`src/rtl/rx_serial.sv`:
```
// Serial frame receiver: start bit, D7..D0 MSB first, optional parity, one or two stop bits.
// One received byte is held behind a valid/ready handshake; RTS advertises room for the next.
module rx_serial #(
  parameter logic [7:0]  MODOS   = 8'b10110101,
  parameter logic [15:0] DIV_OVR = 16'd0
) (
  input  logic       i_clock,
  input  logic       i_reset,
  input  logic       i_data_in,
  input  logic       i_rx_ready,
  output logic [7:0] o_rx_data,
  output logic       o_rx_valid,
  output logic       o_parity_err,
  output logic       o_frame_err,
  output logic       o_overrun,
  output logic       o_rts
);

  localparam logic [15:0] BAUD_DIV = (MODOS[7:6] == 2'b00) ? 16'd10416 :
                                     (MODOS[7:6] == 2'b01) ? 16'd5208  :
                                     (MODOS[7:6] == 2'b10) ? 16'd2604  :
                                                             16'd868;
  localparam logic [15:0] DIV  = (DIV_OVR != 16'd0) ? DIV_OVR : BAUD_DIV;
  // Computed in 17 bits so a divisor of 16'hFFFF does not wrap to zero.
  localparam logic [16:0] DIV_PLUS1 = {1'b0, DIV} + 17'd1;
  localparam logic [15:0] HALF = DIV_PLUS1[16:1];

  localparam logic [2:0] S_IDLE   = 3'd0;
  localparam logic [2:0] S_START  = 3'd1;
  localparam logic [2:0] S_DATA   = 3'd2;
  localparam logic [2:0] S_PARITY = 3'd3;
  localparam logic [2:0] S_STOP1  = 3'd4;
  localparam logic [2:0] S_STOP2  = 3'd5;

  logic        r_sync1;
  logic        r_sync2;
  logic        r_syncDly;
  logic [2:0]  r_state;
  logic [15:0] r_cnt;
  logic [2:0]  r_bitIdx;
  logic [7:0]  r_shift;
  logic        r_perr;
  logic        r_ferr;
  logic [7:0]  r_data;
  logic        r_valid;
  logic        r_perrOut;
  logic        r_ferrOut;
  logic        r_overrun;

  logic w_fallEdge;
  logic w_bit;
  logic w_tick;
  logic w_inStop;
  logic w_complete;
  logic w_stopErr;
  logic w_frameErrFinal;
  logic w_accept;
  logic w_load;
  logic w_parityCalc;

  // Reset value of 1 matches an idle line, so leaving reset never looks like a start edge.
  always_ff @(posedge i_clock or posedge i_reset) begin
    if (i_reset) begin
      r_sync1   <= 1'b1;
      r_sync2   <= 1'b1;
      r_syncDly <= 1'b1;
    end else begin
      r_sync1   <= i_data_in;
      r_sync2   <= r_sync1;
      r_syncDly <= r_sync2;
    end
  end

  assign w_fallEdge = r_syncDly & ~r_sync2;
  assign w_bit      = r_sync2;

  // The start bit is sampled at its midpoint; every later bit one full period after the previous sample.
  assign w_tick = (r_state == S_START) ? (r_cnt == HALF) :
                  ((r_state != S_IDLE) && (r_cnt == DIV));

  assign w_inStop        = (r_state == S_STOP1) || (r_state == S_STOP2);
  assign w_complete      = w_tick && (((r_state == S_STOP1) && MODOS[5]) || (r_state == S_STOP2));
  assign w_stopErr       = w_tick && w_inStop && !w_bit;
  assign w_frameErrFinal = r_ferr | w_stopErr;
  assign w_accept        = r_valid & i_rx_ready;
  assign w_load          = w_complete & (~r_valid | w_accept);
  assign w_parityCalc    = (^{r_shift, w_bit}) ^ MODOS[1];

  always_ff @(posedge i_clock or posedge i_reset) begin
    if (i_reset) begin
      r_cnt <= 16'd0;
    end else if ((r_state == S_IDLE) || w_tick) begin
      r_cnt <= 16'd0;
    end else begin
      r_cnt <= r_cnt + 16'd1;
    end
  end

  always_ff @(posedge i_clock or posedge i_reset) begin
    if (i_reset) begin
      r_state  <= S_IDLE;
      r_bitIdx <= 3'd0;
      r_shift  <= 8'd0;
      r_perr   <= 1'b0;
      r_ferr   <= 1'b0;
    end else begin
      case (r_state)
        S_IDLE: begin
          if (w_fallEdge) begin
            r_state <= S_START;
            r_perr  <= 1'b0;
            r_ferr  <= 1'b0;
          end
        end
        S_START: begin
          if (w_tick) begin
            if (w_bit) begin
              r_state <= S_IDLE;
            end else begin
              r_state  <= S_DATA;
              r_bitIdx <= 3'd7;
            end
          end
        end
        S_DATA: begin
          if (w_tick) begin
            r_shift <= {r_shift[6:0], w_bit};
            if (r_bitIdx == 3'd0) begin
              r_state <= MODOS[0] ? S_PARITY : S_STOP1;
            end else begin
              r_bitIdx <= r_bitIdx - 3'd1;
            end
          end
        end
        S_PARITY: begin
          if (w_tick) begin
            r_perr  <= w_parityCalc;
            r_state <= S_STOP1;
          end
        end
        S_STOP1: begin
          if (w_tick) begin
            r_ferr  <= w_frameErrFinal;
            r_state <= MODOS[5] ? S_IDLE : S_STOP2;
          end
        end
        S_STOP2: begin
          if (w_tick) begin
            r_ferr  <= w_frameErrFinal;
            r_state <= S_IDLE;
          end
        end
        default: r_state <= S_IDLE;
      endcase
    end
  end

  // A frame arriving while the previous byte is still held and not being taken is dropped.
  always_ff @(posedge i_clock or posedge i_reset) begin
    if (i_reset) begin
      r_data    <= 8'd0;
      r_valid   <= 1'b0;
      r_perrOut <= 1'b0;
      r_ferrOut <= 1'b0;
      r_overrun <= 1'b0;
    end else begin
      if (w_load) begin
        r_data    <= r_shift;
        r_perrOut <= r_perr;
        r_ferrOut <= w_frameErrFinal;
        r_valid   <= 1'b1;
      end else if (w_accept) begin
        r_valid <= 1'b0;
      end
      if (w_accept) begin
        r_overrun <= 1'b0;
      end else if (w_complete && r_valid) begin
        r_overrun <= 1'b1;
      end
    end
  end

  assign o_rx_data    = r_data;
  assign o_rx_valid   = r_valid;
  assign o_parity_err = r_perrOut;
  assign o_frame_err  = r_ferrOut;
  assign o_overrun    = r_overrun;
  assign o_rts        = ~r_valid;

endmodule

```
`config.mk`:
```
export PLATFORM = sky130hd
export DESIGN_NAME = rx_serial
export DESIGN_NICKNAME = d
export VERILOG_FILES = /design/src/rtl/rx_serial.sv
export SDC_FILE = /design/constraint.sdc
export NUM_CORES = 1
export LEC_CHECK = 0
export ABC_CLOCK_PERIOD_IN_PS = 2170
export BUFFER_PORTS_ARGS = -buffer_cell sky130_fd_sc_hd__buf_2
export CAP_MARGIN = 20
export CORE_UTILIZATION = 50
export DETAILED_ROUTE_END_ITERATION = 6
export PLACE_DENSITY = 0.66
export SETUP_SLACK_MARGIN = 0.2
export SYNTH_ARGS = -nofsm -noshare
export SYNTH_HDL_FRONTEND = slang
export SYNTH_SLANG_ARGS = --single-unit
export TNS_END_PERCENT = 50
```
`constraint.sdc`:
```
create_clock -name i_clock -period 2.17 [get_ports i_clock]
set_input_delay 0.1085 -clock i_clock [delete_from_list [all_inputs] [get_ports i_clock]]
set_output_delay 0.1085 -clock i_clock [all_outputs]
set_load 0.005 [all_outputs]
```
==> impl_metrics.json, run 1 <==
{
  "vias": 1495,
  "fin_crit_sh_pct": 88.6,
  "max_cap_viol_count": 0,
  "wl_per_cell_um": 15.2,
  "drt-pass1-iter-count": 4,
  "maxSlewHeadroom_pct": 68.4,
  "clockBufferDepth": 2,
  "synthAdderAreaFrac_pct": 2.80,
  "synthSimpleGateAreaFrac_pct": 17.6,
  "ys_ff_latch": 47,
  "start_kind": "register",
  "overflow": 0,
  "setup_viol_count_final": 0,
  "synthArstFlopShare_pct": 100,
  "synth_top_family_by_area": "simple AND/OR/NAND/NOR gates",
  "area_growth_pct": 18.3,
  "path_max_fanout": 6,
  "antenna_found_initial": 0,
  "clock_latency_ns": 0.30,
  "synth.top_cell.area_share_pct": 49.3,
  "rsz0062_at_grt": "false",
  "die_x_um": 68.9,
  "fin_skew_ns": 0.00513,
  "switchingPower_uw": 481,
  "synth_cell_types": 37,
  "p_leak_nw": 1.27,
  "worstReg2RegStart": "r_cnt[7]$_DFF_PP0_",
  "required_ns": 2.35,
  "cts-buffers-inserted": 5,
  "synth-compound-area-share_pct": 3.92,
  "cts_tree": "built",
  "num_rows": 23,
  "crit_path_end_kind": "register",
  "pre_cts_slack_ns": 0.195,
  "yosysWarnings": 0,
  "setup_ws_ns": 0.248,
  "yosys.area.top_type": "dfrtp_1",
  "cp-startpoint": "r_cnt[7]$_DFF_PP0_",
  "internal-power_mw": 1.51,
  "synth_edf_count": 0,
  "finalHoldViolCount": 0,
  "drive_above_1_share_pct": 29.1,
  "fin_tns_setup_ns": 0,
  "initial_core_util_pct": 53.9,
  "crit_end": "o_rx_data[0]$_DFFE_PP0P_",
  "pin_count": 17,
  "cts.sinks": 47,
  "p_sw_share_pct": 24.2,
  "ys_top_cells_by_area": "dfrtp_1, mux2_4, xnor2_1",
  "cp.buffers_inverters": 1,
  "vdd_drop_max_v": 0.000371,
  "synth_xor_area_share_pct": 8.62,
  "worst_pin_slew_ns": 0.471,
  "routed_wl_mm": 4.20,
  "min_period_ns": 1.92,
  "final_antenna_net_count": 0,
  "clk_pin_slew_worst_paths_ns": 0.09,
  "fin_nets": 235,
  "clock_power_share_pct": 37.8,
  "critPathTopFamily": "simple AND/OR/NAND/NOR gates",
  "muxShareOfSynthArea_pct": 10.4,
  "ys_seq_area_share_pct": 52.8,
  "slew_violations": 0,
  "num_antenna_cells": 0,
  "cts_root_buf": "clkbuf_8",
  "postSynthAreaPerCell_um2": 11.6,
  "power.density_nw_per_um2": 752,
  "pwr-share-seq_pct": 50.5,
  "grt_pass1_vias": 1494,
  "avgViaCountPerCell": 5.40,
  "yosysMostFrequentCell": "dfrtp_1",
  "max_freq_mhz": 520,
  "postSynthCellCount": 192,
  "worst_hold_path_type": "primary input to async pin",
  "grt_max_degree": 33,
  "critPathArrivalTime_ns": 2.11,
  "dp_hpwl_mm": 2.81,
  "status": "finished, final reports clean",
  "grtUsageTotal_pct": 20.3,
  "combPwrFrac_pct": 11.7,
  "die_area_um2": 4740,
  "reg2reg_slack_ns": 0.25,
  "synth_area_um2": 2230,
  "cpPeakStageDelay_ns": 0.47,
  "fp.dieH_um": 68.9,
  "gp_congestion": 0.804,
  "synth_nets": 201,
  "r2r-end": "o_rx_data[0]$_DFFE_PP0P_",
  "crit_type": "register to register",
  "remaining_drc_errors": 0,
  "crit_slowest_cell": "dfrtp_1",
  "worst-path-stages": 5,
  "first_iter_violations": 45,
  "core_um2": 4140,
  "grt_pass1_wl_mm": 6.82,
  "io_buffers": 16,
  "synthTopCellsByCount": "dfrtp_1, nor2_1, nand2_1, xnor2_1",
  "yosys_most_used_dff": "dfrtp_1",
  "ctsHtreeMaxLevel": 2,
  "reg2reg_depth": 5,
  "worstPathCellList": "nor4_4 > and4_4 > and3_4 > buf_4 > mux2_4"
}
==> per-stage QoR <==
step | hold slack, ns | instance area (µm²) | power [mW] | utilization, % | std cells
global placement | 0.215 | 2360 | 1.20 | 56.9 | 258
CTS | 0.363 | 2520 | 1.96 | 60.9 | 269
finish | 0.310 | 2640 | 1.99 | 63.8 | 277
global route | 0.325 | 2640 | 2.09 | 63.8 | 277
floorplan | 0.113 | 2230 | 1.14 | - | 192
detailed placement | 0.217 | 2360 | 1.21 | 56.9 | 258
==> worst reg2reg max path, stage by stage, from the launching register on <==
cell,delay [ns]
dfrtp_1,0.47
nor4_4,0.35
and4_4,0.31
and3_4,0.21
buf_4,0.15
mux2_4,0.31
==> layout make-up <==
type | count | area (µm²)
Fill cell | 334 | 1500
Clock buffer | 5 | 68.8
Timing Repair Buffer | 30 | 225
Inverter | 10 | 37.5
Multi-Input combinational cell | 132 | 998
Tap cell | 50 | 62.6
Sequential cell | 47 | 1180
Clock inverter | 3 | 67.6
==> worst min path at each step <==
| stage | slack (ns) | cells after the start | endpoint |
|---|---|---|---|
| finish | 0.31 | 3 | r_shift[3]$_DFFE_PP0P_ |
| global route | 0.32 | 3 | r_shift[3]$_DFFE_PP0P_ |
| CTS | 0.36 | 0 | r_sync2$_DFF_PP1_ |
| detailed placement | 0.22 | 1 | r_sync1$_DFF_PP1_ |
| global placement | 0.21 | 1 | r_sync1$_DFF_PP1_ |
| floorplan | 0.11 | 0 | r_sync1$_DFF_PP1_ |
==> kinds of logic after synthesis <==
family          after synthesis
fa+ha+maj                     5
mux                          18
flops                        47
simple gates                 73
compound gates               13
buf+inv                      14
xor+xnor                     22
==> flip-flops by register name, indices dropped and copies added, names as in the netlist <==
signal	cells
o_rx_valid	1
o_overrun	1
r_sync2	1
o_frame_err	1
r_shift	8
r_cnt	16
r_perr	1
r_state	3
r_syncDly	1
r_bitIdx	3
o_parity_err	1
o_rx_data	8
r_ferr	1
r_sync1	1
==> metal layers <==
layer	GRT usage, %	part of all wire [%]	up-vias
met4	7.65	1.9	0
li1	-	-	722
met2	31.1	47	31
met3	6.41	3.1	8
met5	0	0	-
met1	26.9	48	734
==> cells in the final DEF, fill, tap and decap left out, types with 2 or more instances in the layout <==
cell type	n
bufinv_16	2
o21ai_0	2
mux2_4	8
clkbuf_8	5
nand3_1	9
nand3b_1	2
dlygate4sd3_1	3
mux2_2	9
dfrtp_2	2
nor2b_4	2
nand2b_1	2
nor3_1	2
ha_1	5
buf_4	9
o22ai_1	2
dfstp_2	3
and2b_1	2
nor2b_1	2
nor2_1	25
buf_2	16
a22oi_1	2
a21oi_1	2
nand2_1	12
nand4_1	3
xnor2_1	12
inv_1	8
xor2_1	10
a31oi_1	2
dfrtp_1	42
and3_1	5
==> power groups by stage <==
stage | combinational [mW] | clock [mW] | sequential, mW
2_1_floorplan | 0.138 | 0 | 1.00
3_3_place_gp | 0.187 | 0 | 1.01
3_5_place_dp | 0.191 | 0 | 1.02
4_1_cts | 0.198 | 0.767 | 0.997
5_1_grt | 0.261 | 0.804 | 1.02
6_report | 0.233 | 0.751 | 1.00
==> repair_timing <==
item / 4_1_cts / 5_1_grt
resized for setup: 0 / 9
endpoints found under the setup margin: 14 / 37
cloned: 0 / 1
hold endpoints to repair: 29 / 0
hold buffers: 3 / 0
pin swaps: 1 / 2
buffers inserted: 0 / 6
Power figures use the tool's default switching activity.
==> run 2, diff against run 1 <==
CORE_MARGIN = 2   (was not set)
==> impl_metrics.json, run 2 (synthesis gave the netlist of run 1 again) <==
{
  "max_freq_mhz": 523,
  "clock_power_share_pct": 36.1,
  "max_cap_viol_count": 0,
  "crit_slowest_cell": "dfrtp_1",
  "rsz0062_at_grt": "true",
  "drive_above_1_share_pct": 26.8,
  "post_cts_buffers": 0,
  "whs_ns": 0.366,
  "combPwrFrac_pct": 9.5,
  "slew_violations": 0,
  "reg2reg_depth": 6,
  "whs_path_depth": 0,
  "power.density_nw_per_um2": 730,
  "setup_viol_count_final": 0,
  "final_antenna_net_count": 0,
  "grtUsageTotal_pct": 17.3,
  "num_antenna_cells": 0,
  "cts_tree": "built",
  "ctsHtreeMaxLevel": 2,
  "largest_register_ffs": 16,
  "maxSlewHeadroom_pct": 56.3,
  "top_register": "r_cnt",
  "p_sw_share_pct": 26.9,
  "whs_endpoint": "r_sync2$_DFF_PP1_",
  "grt_max_degree": 32,
  "cp.buffers_inverters": 1,
  "core_um2": 4320,
  "antenna_found_initial": 0,
  "seq_area_um2": 1180,
  "worst_hold_path_type": "register to register",
  "worstHoldStart": "r_sync1$_DFF_PP1_",
  "switchingPower_uw": 501,
  "num-fill-cells": 370,
  "fin_skew_ns": 0.0143,
  "gp_congestion": 0.830,
  "vias": 1487,
  "min_period_ns": 1.91,
  "cts-buffers-inserted": 5,
  "fin_tns_setup_ns": 0,
  "cts_root_buf": "clkbuf_8",
  "cts.sinks": 47,
  "worstReg2RegStart": "r_cnt[0]$_DFF_PP0_",
  "vdd_drop_max_v": 0.000523,
  "wl_per_cell_um": 14.9,
  "routed_wl_mm": 4.06,
  "io_buffers": 16,
  "finalHoldViolCount": 0,
  "reg2reg_slack_ns": 0.26,
  "path_max_fanout": 7,
  "clockBufferDepth": 2,
  "critPathTopFamily": "simple AND/OR/NAND/NOR gates",
  "p_leak_nw": 1.22,
  "internal-power_mw": 1.36,
  "fin_nets": 228,
  "fin_crit_sh_pct": 88.1,
  "worstPathCellList": "inv_1 > ha_1 > and4bb_1 > and4_2 > and3_4 > mux2_2",
  "worst_pin_slew_ns": 0.654,
  "crit_type": "register to register",
  "start_kind": "register",
  "drt-pass1-iter-count": 5,
  "pwr-share-seq_pct": 54.4,
  "pin_count": 17,
  "r2r-end": "o_rx_data[7]$_DFFE_PP0P_",
  "die_area_um2": 5020,
  "num_rows": 24,
  "status": "finished, final reports clean",
  "fp.dieH_um": 70.9,
  "layout_commonest_cell": "dfrtp_1",
  "critPathArrivalTime_ns": 2.12,
  "clock_latency_ns": 0.31,
  "initial_core_util_pct": 51.7,
  "dp_hpwl_mm": 2.77,
  "area_growth_pct": 14.0,
  "crit_path_end_kind": "register",
  "avgViaCountPerCell": 5.47,
  "layout_common_cells": "dfrtp_1, nor2_1, buf_2, nand2_1, xnor2_1",
  "grt_pass1_wl_mm": 6.82,
  "multi_input_area_um2": 1020,
  "required_ns": 2.38,
  "first_iter_violations": 53,
  "die_x_um": 70.9,
  "grt_pass1_vias": 1430,
  "overflow": 0,
  "cpPeakStageDelay_ns": 0.44,
  "clk_pin_slew_worst_paths_ns": 0.10,
  "remaining_drc_errors": 0
}
## run 2: cell types whose count changed in the layout (fill, tap and decap cells not counted), sizes merged
| cell | before | now |
|---|---|---|
| buf | 27 | 19 |
| inv | 9 | 11 |
| clkinvlp | 1 | 0 |
| and3 | 6 | 7 |
| bufinv | 2 | 1 |
## run 2: layer usage
metal	GRT usage, %	part of all wire [%]
met1	24.1	44
met2	26.6	50
met3	4.56	3.6
met4	5.66	1.5
met5	0	0
## run 2: final cells by class
type / instances / share of cell area, %
tap: 52 / 2.55
timing repair buffer: 22 / 5.21
clock inverter: 3 / 1.87
clock buffer: 5 / 2.70
sequential: 47 / 46.3
inverter: 10 / 1.47
multi-input combinational: 133 / 39.9
## run 2: worst max path at each step
| stage | start | end | slack [ns] | cells past startpoint |
|---|---|---|---|---|
| final | r_cnt[0]$_DFF_PP0_ | o_rx_data[7]$_DFFE_PP0P_ | 0.26 | 6 |
| after global routing | r_cnt[0]$_DFF_PP0_ | r_state[0]$_DFFE_PP0P_ | 0.14 | 7 |
| after CTS | r_cnt[0]$_DFF_PP0_ | o_rx_data[7]$_DFFE_PP0P_ | 0.21 | 6 |
| after detailed placement | r_cnt[0]$_DFF_PP0_ | o_rx_data[7]$_DFFE_PP0P_ | 0.21 | 6 |
| after global placement | r_cnt[0]$_DFF_PP0_ | o_rx_data[7]$_DFFE_PP0P_ | 0.26 | 6 |
| after floorplan | r_cnt[0]$_DFF_PP0_ | o_parity_err$_DFFE_PP0P_ | 0.34 | 8 |
## run 2: power groups by stage
stage	clock [mW]	sequential (mW)	combinational (mW)
global placement	0	1.02	0.168
detailed placement	0	1.02	0.169
floorplan	0	1.00	0.138
CTS	0.677	1.01	0.174
global route	0.722	1.02	0.217
finish	0.671	1.01	0.177
## run 2: repair_timing
| item | CTS | global route |
|---|---|---|
| hold buffers | 3 | 0 |
| endpoints found under the setup margin | 0 | 37 |
| resized for setup | 0 | 6 |
| endpoints found under the hold margin | 29 | 0 |
## run 2: through the flow
step                std cells  area, µm²  util [%]  power [mW]  setup slack (ns)
floorplan                 192       2230         -        1.14             0.344
detailed placement        259       2350      54.4        1.19             0.214
CTS                       270       2500      57.8        1.86             0.208
global placement          259       2350      54.4        1.19             0.260
global route              272       2550      58.9        1.96             0.144
finish                    272       2550      58.9        1.86             0.257
